==> src/rtl/cpu_seq_pkg.sv <==
// Shared constants and types for the instruction sequencer: class codes,
// instruction field layout and the sequencer state encoding.
package cpu_seq_pkg;

  // Instruction class codes
  typedef enum logic [1:0] {
    CLS_ALU   = 2'b00,
    CLS_LOADI = 2'b01,
    CLS_CMP   = 2'b10,
    CLS_HALT  = 2'b11
  } cls_e;

  // Field widths independent of the datapath parameters
  localparam int CLS_W   = 2;
  localparam int COMM_W  = 4;
  localparam int FLAGS_W = 3;
  localparam int CTRL_W  = CLS_W + COMM_W + 3;

  // Offsets of the control bits above the {rd, ra, rb, imm} block
  localparam int BSEL_OFS = 0;
  localparam int CIN_OFS  = 1;
  localparam int MODE_OFS = 2;
  localparam int COMM_OFS = 3;
  localparam int CLS_OFS  = 7;

  // Absolute field positions for the default layout (16-bit data, 8 registers)
  localparam int CLS_MSB  = 33;
  localparam int CLS_LSB  = 32;
  localparam int COMM_MSB = 31;
  localparam int COMM_LSB = 28;
  localparam int MODE_BIT = 27;
  localparam int CIN_BIT  = 26;
  localparam int BSEL_BIT = 25;
  localparam int RD_MSB   = 24;
  localparam int RD_LSB   = 22;
  localparam int RA_MSB   = 21;
  localparam int RA_LSB   = 19;
  localparam int RB_MSB   = 18;
  localparam int RB_LSB   = 16;
  localparam int IMM_MSB  = 15;
  localparam int IMM_LSB  = 0;

  // Sequencer states
  typedef enum logic [2:0] {
    S_IDLE   = 3'd0,
    S_FETCH  = 3'd1,
    S_EXEC   = 3'd2,
    S_WB     = 3'd3,
    S_HALTED = 3'd4
  } state_e;

  // Instruction word width for a given datapath configuration
  function automatic int instr_width(input int data_width, input int addr_width);
    return CTRL_W + 3 * addr_width + data_width;
  endfunction

endpackage

==> src/rtl/cpu_seq_decode.sv <==
// Combinational split of the instruction register into its fields.
module cpu_seq_decode
  import cpu_seq_pkg::*;
#(
  parameter int DATA_WIDTH = 16,
  parameter int ADDR_WIDTH = 3,
  parameter int IW         = CTRL_W + 3 * ADDR_WIDTH + DATA_WIDTH
) (
  input  logic [IW-1:0]         i_ir,
  output logic [CLS_W-1:0]      o_cls,
  output logic [COMM_W-1:0]     o_comm,
  output logic                  o_mode,
  output logic                  o_cin,
  output logic                  o_bsel,
  output logic [ADDR_WIDTH-1:0] o_rd,
  output logic [ADDR_WIDTH-1:0] o_ra,
  output logic [ADDR_WIDTH-1:0] o_rb,
  output logic [DATA_WIDTH-1:0] o_imm
);

  localparam int RB_POS   = DATA_WIDTH;
  localparam int RA_POS   = RB_POS + ADDR_WIDTH;
  localparam int RD_POS   = RA_POS + ADDR_WIDTH;
  localparam int CTRL_POS = RD_POS + ADDR_WIDTH;

  // Field extraction: pure wiring, no state
  always_comb begin
    o_imm  = i_ir[DATA_WIDTH-1:0];
    o_rb   = i_ir[RB_POS +: ADDR_WIDTH];
    o_ra   = i_ir[RA_POS +: ADDR_WIDTH];
    o_rd   = i_ir[RD_POS +: ADDR_WIDTH];
    o_bsel = i_ir[CTRL_POS + BSEL_OFS];
    o_cin  = i_ir[CTRL_POS + CIN_OFS];
    o_mode = i_ir[CTRL_POS + MODE_OFS];
    o_comm = i_ir[CTRL_POS + COMM_OFS +: COMM_W];
    o_cls  = i_ir[CTRL_POS + CLS_OFS +: CLS_W];
  end

endmodule

==> src/rtl/cpu_sequencer.sv <==
// Instruction sequencer: fetches instructions over a req/valid handshake,
// drives the regfile/ALU datapath controls, writes results back and latches
// the ALU flags. Runs from start until a HALT instruction.
module cpu_sequencer
  import cpu_seq_pkg::*;
#(
  parameter int DATA_WIDTH   = 16,
  parameter int NUM_REGS     = 8,
  parameter int PC_WIDTH     = 8,
  localparam int ADDR_WIDTH  = $clog2(NUM_REGS),
  localparam int IW          = CTRL_W + 3 * ADDR_WIDTH + DATA_WIDTH
) (
  input  logic                  i_clk,
  input  logic                  i_reset_n,
  input  logic                  i_start,
  // instruction memory
  output logic                  o_imem_req,
  output logic [PC_WIDTH-1:0]   o_imem_addr,
  input  logic                  i_imem_valid,
  input  logic [IW-1:0]         i_imem_rdata,
  // datapath controls
  output logic                  o_reg_write_enable,
  output logic [ADDR_WIDTH-1:0] o_reg_write_addr,
  output logic [DATA_WIDTH-1:0] o_reg_write_data,
  output logic [ADDR_WIDTH-1:0] o_reg_read_addr1,
  output logic [ADDR_WIDTH-1:0] o_reg_read_addr2,
  output logic [COMM_W-1:0]     o_alu_comm,
  output logic                  o_alu_mode,
  output logic                  o_alu_cin,
  output logic                  o_b_source_sel,
  output logic [DATA_WIDTH-1:0] o_alu_b_imm,
  input  logic [DATA_WIDTH-1:0] i_alu_result,
  input  logic                  i_alu_cout,
  input  logic                  i_alu_nbo,
  input  logic                  i_alu_ngo,
  // status
  output logic [PC_WIDTH-1:0]   o_pc,
  output logic [FLAGS_W-1:0]    o_flags,
  output logic                  o_busy,
  output logic                  o_halted
);

  localparam logic [PC_WIDTH-1:0] PC_ONE = {{(PC_WIDTH-1){1'b0}}, 1'b1};

  state_e                  r_state;
  logic [PC_WIDTH-1:0]     r_pc;
  logic [IW-1:0]           r_ir;
  logic [FLAGS_W-1:0]      r_flags;
  logic [DATA_WIDTH-1:0]   r_wb_data;
  logic [ADDR_WIDTH-1:0]   r_wb_addr;
  logic                    r_we;
  logic                    r_req;
  logic                    r_busy;
  logic                    r_halted;

  logic [CLS_W-1:0]        w_cls;
  logic [COMM_W-1:0]       w_comm;
  logic                    w_mode;
  logic                    w_cin;
  logic                    w_bsel;
  logic [ADDR_WIDTH-1:0]   w_rd;
  logic [ADDR_WIDTH-1:0]   w_ra;
  logic [ADDR_WIDTH-1:0]   w_rb;
  logic [DATA_WIDTH-1:0]   w_imm;
  logic [CLS_W-1:0]        w_fetch_cls;
  logic                    w_flag_op;

  cpu_seq_decode #(
    .DATA_WIDTH (DATA_WIDTH),
    .ADDR_WIDTH (ADDR_WIDTH),
    .IW         (IW)
  ) u_decode (
    .i_ir   (r_ir),
    .o_cls  (w_cls),
    .o_comm (w_comm),
    .o_mode (w_mode),
    .o_cin  (w_cin),
    .o_bsel (w_bsel),
    .o_rd   (w_rd),
    .o_ra   (w_ra),
    .o_rb   (w_rb),
    .o_imm  (w_imm)
  );

  // The HALT decision is taken on the incoming word, before it reaches the IR
  assign w_fetch_cls = i_imem_rdata[IW-1 -: CLS_W];
  assign w_flag_op   = (w_cls == CLS_ALU) || (w_cls == CLS_CMP);

  // Sequencer FSM with pc, IR, write-back and flag registers
  always_ff @(posedge i_clk or negedge i_reset_n) begin
    if (!i_reset_n) begin
      r_state   <= S_IDLE;
      r_pc      <= '0;
      r_ir      <= '0;
      r_flags   <= '0;
      r_wb_data <= '0;
      r_wb_addr <= '0;
      r_we      <= 1'b0;
      r_req     <= 1'b0;
      r_busy    <= 1'b0;
      r_halted  <= 1'b0;
    end else begin
      case (r_state)
        S_IDLE: begin
          if (i_start) begin
            r_state <= S_FETCH;
            r_req   <= 1'b1;
            r_busy  <= 1'b1;
          end
        end
        S_FETCH: begin
          if (i_imem_valid) begin
            r_ir  <= i_imem_rdata;
            r_req <= 1'b0;
            if (w_fetch_cls == CLS_HALT) begin
              // pc stays on the HALT address
              r_state  <= S_HALTED;
              r_busy   <= 1'b0;
              r_halted <= 1'b1;
            end else begin
              r_state <= S_EXEC;
            end
          end
        end
        S_EXEC: begin
          // ALU outputs have settled from the IR-driven controls by now
          if (w_flag_op) begin
            r_flags <= {i_alu_cout, i_alu_nbo, i_alu_ngo};
          end
          if (w_cls == CLS_CMP) begin
            r_pc    <= r_pc + PC_ONE;
            r_state <= S_FETCH;
            r_req   <= 1'b1;
          end else begin
            r_wb_data <= (w_cls == CLS_ALU) ? i_alu_result : w_imm;
            r_wb_addr <= w_rd;
            r_we      <= 1'b1;
            r_state   <= S_WB;
          end
        end
        S_WB: begin
          r_we    <= 1'b0;
          r_pc    <= r_pc + PC_ONE;
          r_state <= S_FETCH;
          r_req   <= 1'b1;
        end
        S_HALTED: begin
          if (i_start) begin
            r_pc     <= '0;
            r_flags  <= '0;
            r_state  <= S_FETCH;
            r_req    <= 1'b1;
            r_busy   <= 1'b1;
            r_halted <= 1'b0;
          end
        end
        default: begin
          r_state <= S_IDLE;
          r_req   <= 1'b0;
          r_busy  <= 1'b0;
          r_we    <= 1'b0;
        end
      endcase
    end
  end

  // ALU controls come straight from the IR so they stay stable from EXEC through WB
  always_comb begin
    o_reg_read_addr1 = w_ra;
    o_reg_read_addr2 = w_rb;
    o_alu_comm       = w_comm;
    o_alu_mode       = w_mode;
    o_alu_cin        = w_cin;
    o_b_source_sel   = w_bsel;
    o_alu_b_imm      = w_imm;
  end

  // Registered status and handshake outputs
  always_comb begin
    o_imem_req         = r_req;
    o_imem_addr        = r_pc;
    o_reg_write_enable = r_we;
    o_reg_write_addr   = r_wb_addr;
    o_reg_write_data   = r_wb_data;
    o_pc               = r_pc;
    o_flags            = r_flags;
    o_busy             = r_busy;
    o_halted           = r_halted;
  end

endmodule

==> config.mk <==
export PLATFORM = sky130hd
export DESIGN_NAME = cpu_sequencer
export DESIGN_NICKNAME = d
export VERILOG_FILES = /design/src/rtl/cpu_seq_pkg.sv /design/src/rtl/cpu_seq_decode.sv /design/src/rtl/cpu_sequencer.sv
export SDC_FILE = /design/constraint.sdc
export NUM_CORES = 1
export LEC_CHECK = 0
export BUFFER_PORTS_ARGS = -buffer_cell sky130_fd_sc_hd__buf_2
export CAP_MARGIN = 20
export CORE_MARGIN = 8
export CORE_UTILIZATION = 53
export CTS_CLUSTER_DIAMETER = 100
export DETAILED_ROUTE_END_ITERATION = 12
export PLACE_DENSITY = 0.9
export SETUP_SLACK_MARGIN = 0.02
export SYNTH_ARGS = -nofsm -noshare
export SYNTH_HDL_FRONTEND = slang
export SYNTH_SLANG_ARGS = --single-unit
==> constraint.sdc <==
create_clock -name i_clk -period 2.63 [get_ports i_clk]
set_input_delay 0.1315 -clock i_clk [delete_from_list [all_inputs] [get_ports i_clk]]
set_output_delay 0.1315 -clock i_clk [all_outputs]
set_load 0.005 [all_outputs]
== Word level (Yosys, flattened, before mapping) ==
Cells that the tools add are included.
Word-level totals
  bits in registers: 71
  bits in read-only memories: 0
  memory bits (writable): 0
  output and inout bits: 71
  bits in latches: 0
  memories kept: 0
Cells by class
  multiplexer cells: 25
  multiply operators: 0
  divide/modulo/power cells: 0
  add/sub/neg operators: 1
  bitwise logic cells: 3
  shift-type cells: 0
  reductions and logical operators: 18
  magnitude comparators: 0
  equal/unequal tests: 13
Operators with widths (number)
  $pmux 8 s3: 1
  $mux 16: 1
  $mux 8: 2
  $mux 3: 5
  $ne 2x2->1 const B: 6
  $pmux 3 s4: 1
  $mux 1: 9
  $reduce_and 3->1: 3
  $add 8x1->8 const B: 1
  $reduce_and 2->1: 4
  $reduce_and 4->1: 2
  $eq 3x2->1 const B: 2
  $pmux 3 s2: 1
  $eq 2x2->1 const B: 2
  $pmux 1 s2: 2
  $pmux 1 s4: 1
  $reduce_bool 2->1: 2
  $reduce_or 2->1: 2
  $eq 3x1->1 const B: 1
  $eq 3x3->1 const B: 1
  $logic_not 3->1: 1
  $not 1->1: 3
  $pmux 1 s3: 1
  $reduce_bool 3->1: 1
  other kinds (5): 5

== Logic depth before layout (Yosys ltp) ==
  depth in word-level cells: 4
  depth in mapped cells: 6
  gate-level depth less buffers: 5

== By module ==
Synthesis repeated with hierarchy kept, for this count alone.
Unflattened totals
  cell total of the unflattened synthesis: 299
  area, all modules: 3410.8 µm²
Modules (own cells, without submodules)
  cpu_sequencer: cells an instance 265, times used 1, seq. area each 1776.7 µm², area an instance 3155.5 µm²
  cpu_seq_decode: cells an instance 34, times used 1, seq. area each 0.0 µm², area an instance 255.2 µm²

== Least setup slack after synthesis ==
No wires, ideal clock.
  path kind: register to register
  start: register r_state[1]
  end: register r_ir[10]
  clock period less this slack: 1.558 ns
  required time: 2.505 ns
  arrival: 1.433 ns
  slack: 1.072 ns
  path buffers: 1
  library setup time: 0.125 ns
  stages on the path, launching flop included: 5
  path through: dfrtp_1 -> nand2b_1 -> nor3_4 -> buf_4 -> mux2_2
On the way
  cells in the longest elaborated chain, start to end: 2
Ends and longest elaborated chain
  start, declared: RTL line cpu_sequencer.sv:45  | state_e r_state;
  start signal, assigned: RTL line cpu_sequencer.sv:92  | r_state <= S_IDLE;
  start signal, assigned: RTL line cpu_sequencer.sv:106  | r_state <= S_FETCH;
  start signal, assigned: RTL line cpu_sequencer.sv:117  | r_state <= S_HALTED;
  $eq 3x1->1: RTL line cpu_sequencer.sv:103  | case (r_state)
  $reduce_and 2->1 (no source line)
  end signal, assigned: RTL line cpu_sequencer.sv:113  | r_ir <= i_imem_rdata;
  end, declared: RTL line cpu_sequencer.sv:47  | logic [IW-1:0] r_ir;
Every way passes these cells.
A chain may end at the register's enable or synchronous reset.

== Worst setup path after layout ==
  start: register r_state[0]
  end: register r_ir[13]
The elaborated chain is that of the path after synthesis.

==> flow_metrics.env <==
export IMPL_final_max_slew_viol_count=0
export IMPL_tritoncts="built"
export IMPL_number_of_distinct_library_cells_after_synthesis=36
export IMPL_sequential_share_of_the_synthesized_area_pct=53.0
export IMPL_route_vias_total=2448
export IMPL_critical_path_buf_inv_count=1
export IMPL_finalCritPeriodShare_pct=70.6
export IMPL_detail_route_iter0_violations=115
export IMPL_ys_warn_count=0
export IMPL_drive_gt1_share_pct=47.7
export IMPL_critical_path_top_delay_family="flip-flops"
export IMPL_drt_pass1_iterations=4
export IMPL_layout_min_cycle_time_ps=1860
export IMPL_run_status="finished clean"
export IMPL_grt_overflow=0
export IMPL_drt_wl_total_mm=7.65
export IMPL_cellPowerDensity_nw_per_um2=1210
export IMPL_grt_antenna_before_repair=0
export IMPL_syn_num_nets=349
export IMPL_setup_viol_count_final=0
export IMPL_maxCapViolCount=0
export IMPL_leakage_uw=0.00191
export IMPL_finalHoldWorstSlack_ps=21.0
export IMPL_die_height_um=95.5
export IMPL_mostFrequentLayoutCells="127 x sky130_fd_sc_hd__buf_2, 71 x sky130_fd_sc_hd__dfrtp_1, 37 x sky130_fd_sc_hd__mux2_2"
export IMPL_postSynthRegisterBits=71
export IMPL_worst_pin_slew_ps=496
export IMPL_floorplan_die_area_um2=9130
export IMPL_final_common_cell="sky130_fd_sc_hd__buf_2"
export IMPL_detail_route_drc_violations=0
export IMPL_die_w_um=95.5
export IMPL_via_count_normalized_by_instance_count=5.20
export IMPL_drtAntennaViolNets=0
export IMPL_core_box_area_um2=6240
export IMPL_critical_path_startpoint_type="flop"
export IMPL_globalplace_congestion=0.823
export IMPL_vdd_ir_drop_max_mv=0.681
export IMPL_timing_reg2reg_setup_slack_ps=770
export IMPL_clock_sinks=71
export IMPL_ff_latch_area_um2=1780
export IMPL_clkLatencyLatePin_ps=340
export IMPL_placementRows=29
export IMPL_final_hold_violation_count=0
export IMPL_fraction_of_synthesis_flops_using_an_asynchronous_set_or_reset_pin_pct=100
export IMPL_postCtsResizedCells=0
export IMPL_port_buffers=127
export IMPL_grt_setup_unrepaired="false"
export IMPL_clk_pin_slew_worst_paths_ps=80
export IMPL_crit_arrival_ps=2070
export IMPL_dp_hpwl_mm=5.88
export IMPL_floorplan_io_pins=128
export IMPL_layout_core_utilization_pct=65.0
export IMPL_clock_path_buffers=2
export IMPL_finish_net_count=448
export IMPL_clock_root_buffer="sky130_fd_sc_hd__clkbuf_8"
export IMPL_grt_pass1_vias=2556
export IMPL_finClkSkew_ps=10.8
export IMPL_global_route_wire_length_before_repair_mm=12.4
export IMPL_setup_total_negative_slack_ps=0
export IMPL_grt_start_max_net_pins=52
export IMPL_post_drt_wl_per_cell_um=16.2
export IMPL_postSynthCellCount=291
export IMPL_critical_path_cell_chain="nand2b_1, nor3_4, buf_4, mux2_2"
export IMPL_synthToLayoutAreaGrowth_pct=21.0
export IMPL_achievable_frequency_ghz=0.539
export IMPL_synth_avg_cell_area_um2=11.5
export IMPL_cts_hold_buffers=2
export IMPL_crit_path_max_fanout=20
export IMPL_slowest_delay_ps=620
export IMPL_timing_worst_setup_path_type="flop to flop"
export IMPL_antenna_diode_instance_count=0
export IMPL_timing_critical_path_required_ps=2850
export IMPL_post_layout_total_power_uw=4910
export IMPL_multi_input_area_um2=1230
export IMPL_numCtsBuffers=9
export IMPL_grt_total_usage_pct=17.4
export IMPL_hold_class="primary input to flop"
export IMPL_synth_top_flop_cell="sky130_fd_sc_hd__dfrtp_1"
export IMPL_clock_tree_htree_level_count=3
export IMPL_postCtsSetupRepairBufs=0
export IMPL_max_slew_margin_pct=66.9
export IMPL_synthesis_area_um2=3350
export IMPL_initial_core_util_pct=53.7
export IMPL_crit_path_top_delay_cell="sky130_fd_sc_hd__dfrtp_1"
export IMPL_post_synth_edffs=0
export IMPL_fillers=528
export IMPL_critPathCaptureType="flop"
where the power goes:
part	internal, µW	switching [µW]	total [µW]	leakage [µW]
clock network	623	392	1010	0.000111
registers	1610	393	2000	0.000811
logic	1010	888	1900	0.000991
total	3240	1670	4910	0.00191
registers in the layout (all words and copies together), names as in the netlist, 3 cells and up:
signal / count
o_reg_write_data: 16
o_reg_write_addr: 3
r_ir: 34
o_imem_addr: 8
o_flags: 3
r_state: 3
synth_stat cells (2+ instances only):
master	instances	area, µm²
sky130_fd_sc_hd__dfrtp_1	71	1780
sky130_fd_sc_hd__buf_4	39	293
sky130_fd_sc_hd__mux2_2	37	417
sky130_fd_sc_hd__nor2_1	23	86.3
sky130_fd_sc_hd__a21oi_1	22	110
sky130_fd_sc_hd__mux2i_1	19	190
sky130_fd_sc_hd__nand2_1	17	63.8
sky130_fd_sc_hd__o21ai_0	8	40.0
sky130_fd_sc_hd__nand3_1	7	35.0
sky130_fd_sc_hd__buf_2	5	25.0
sky130_fd_sc_hd__a31oi_1	4	25.0
sky130_fd_sc_hd__inv_1	4	15.0
sky130_fd_sc_hd__and3_1	3	18.8
sky130_fd_sc_hd__nor3_1	3	15.0
sky130_fd_sc_hd__or3_1	3	18.8
sky130_fd_sc_hd__a211o_1	2	17.5
sky130_fd_sc_hd__nand2b_1	2	12.5
sky130_fd_sc_hd__nor2b_1	2	12.5
sky130_fd_sc_hd__nor3_4	2	32.5
sky130_fd_sc_hd__o21a_1	2	15.0
cells by family after synthesis:
logic type | Yosys count | share of synthesized area [%]
simple gates | 69 | 10.6
fa+ha+maj | 1 | 0.373
buf+inv | 50 | 10.4
flops | 71 | 53.0
compound gates | 44 | 7.61
mux | 56 | 18.1
layer usage:
layer | GRT usage (%) | vias to the layer above | wire length (µm)
met1 | 21.0 | 1178 | 2940
met4 | 8.32 | 0 | 135
met5 | 0 | - | 0
li1 | - | 1182 | -
met2 | 29.0 | 75 | 4070
met3 | 3.78 | 13 | 509
stage by stage:
step	cells	area (µm²)	setup WS [ps]
3_3_place_gp	454	3800	890
6_report	471	4060	774
3_5_place_dp	454	3800	781
4_1_cts	471	4060	758
5_1_grt	471	4060	643
2_1_floorplan	291	3350	1070
final cells by class:
type                            count  area share [%]
Timing Repair Buffer              134            17.4
Tap cell                           77            2.38
Multi-Input combinational cell    170            30.3
Clock inverter                      6            2.71
Inverter                            4           0.370
Clock buffer                        9            3.05
Sequential cell                    71            43.8
worst paths after layout:
kind                                        startpoint                               to  cells past startpoint
worst min-delay path                  i_imem_rdata[12]             r_ir[12]$_DFFE_PN0P_                      2
min in group asynchronous                    i_reset_n  o_reg_write_data[9]$_DFFE_PN0P_                      2
worst max register to register  r_state[0]$_DFFE_PN0P_             r_ir[13]$_DFFE_PN0P_                      4
worst max-delay path            r_state[0]$_DFFE_PN0P_             r_ir[13]$_DFFE_PN0P_                      4
worst min register to register    o_halted$_DFFE_PN0P_             o_halted$_DFFE_PN0P_                      2
max in group asynchronous                    i_reset_n           r_state[0]$_DFFE_PN0P_                      3
(Power assumes the default switching activity.)
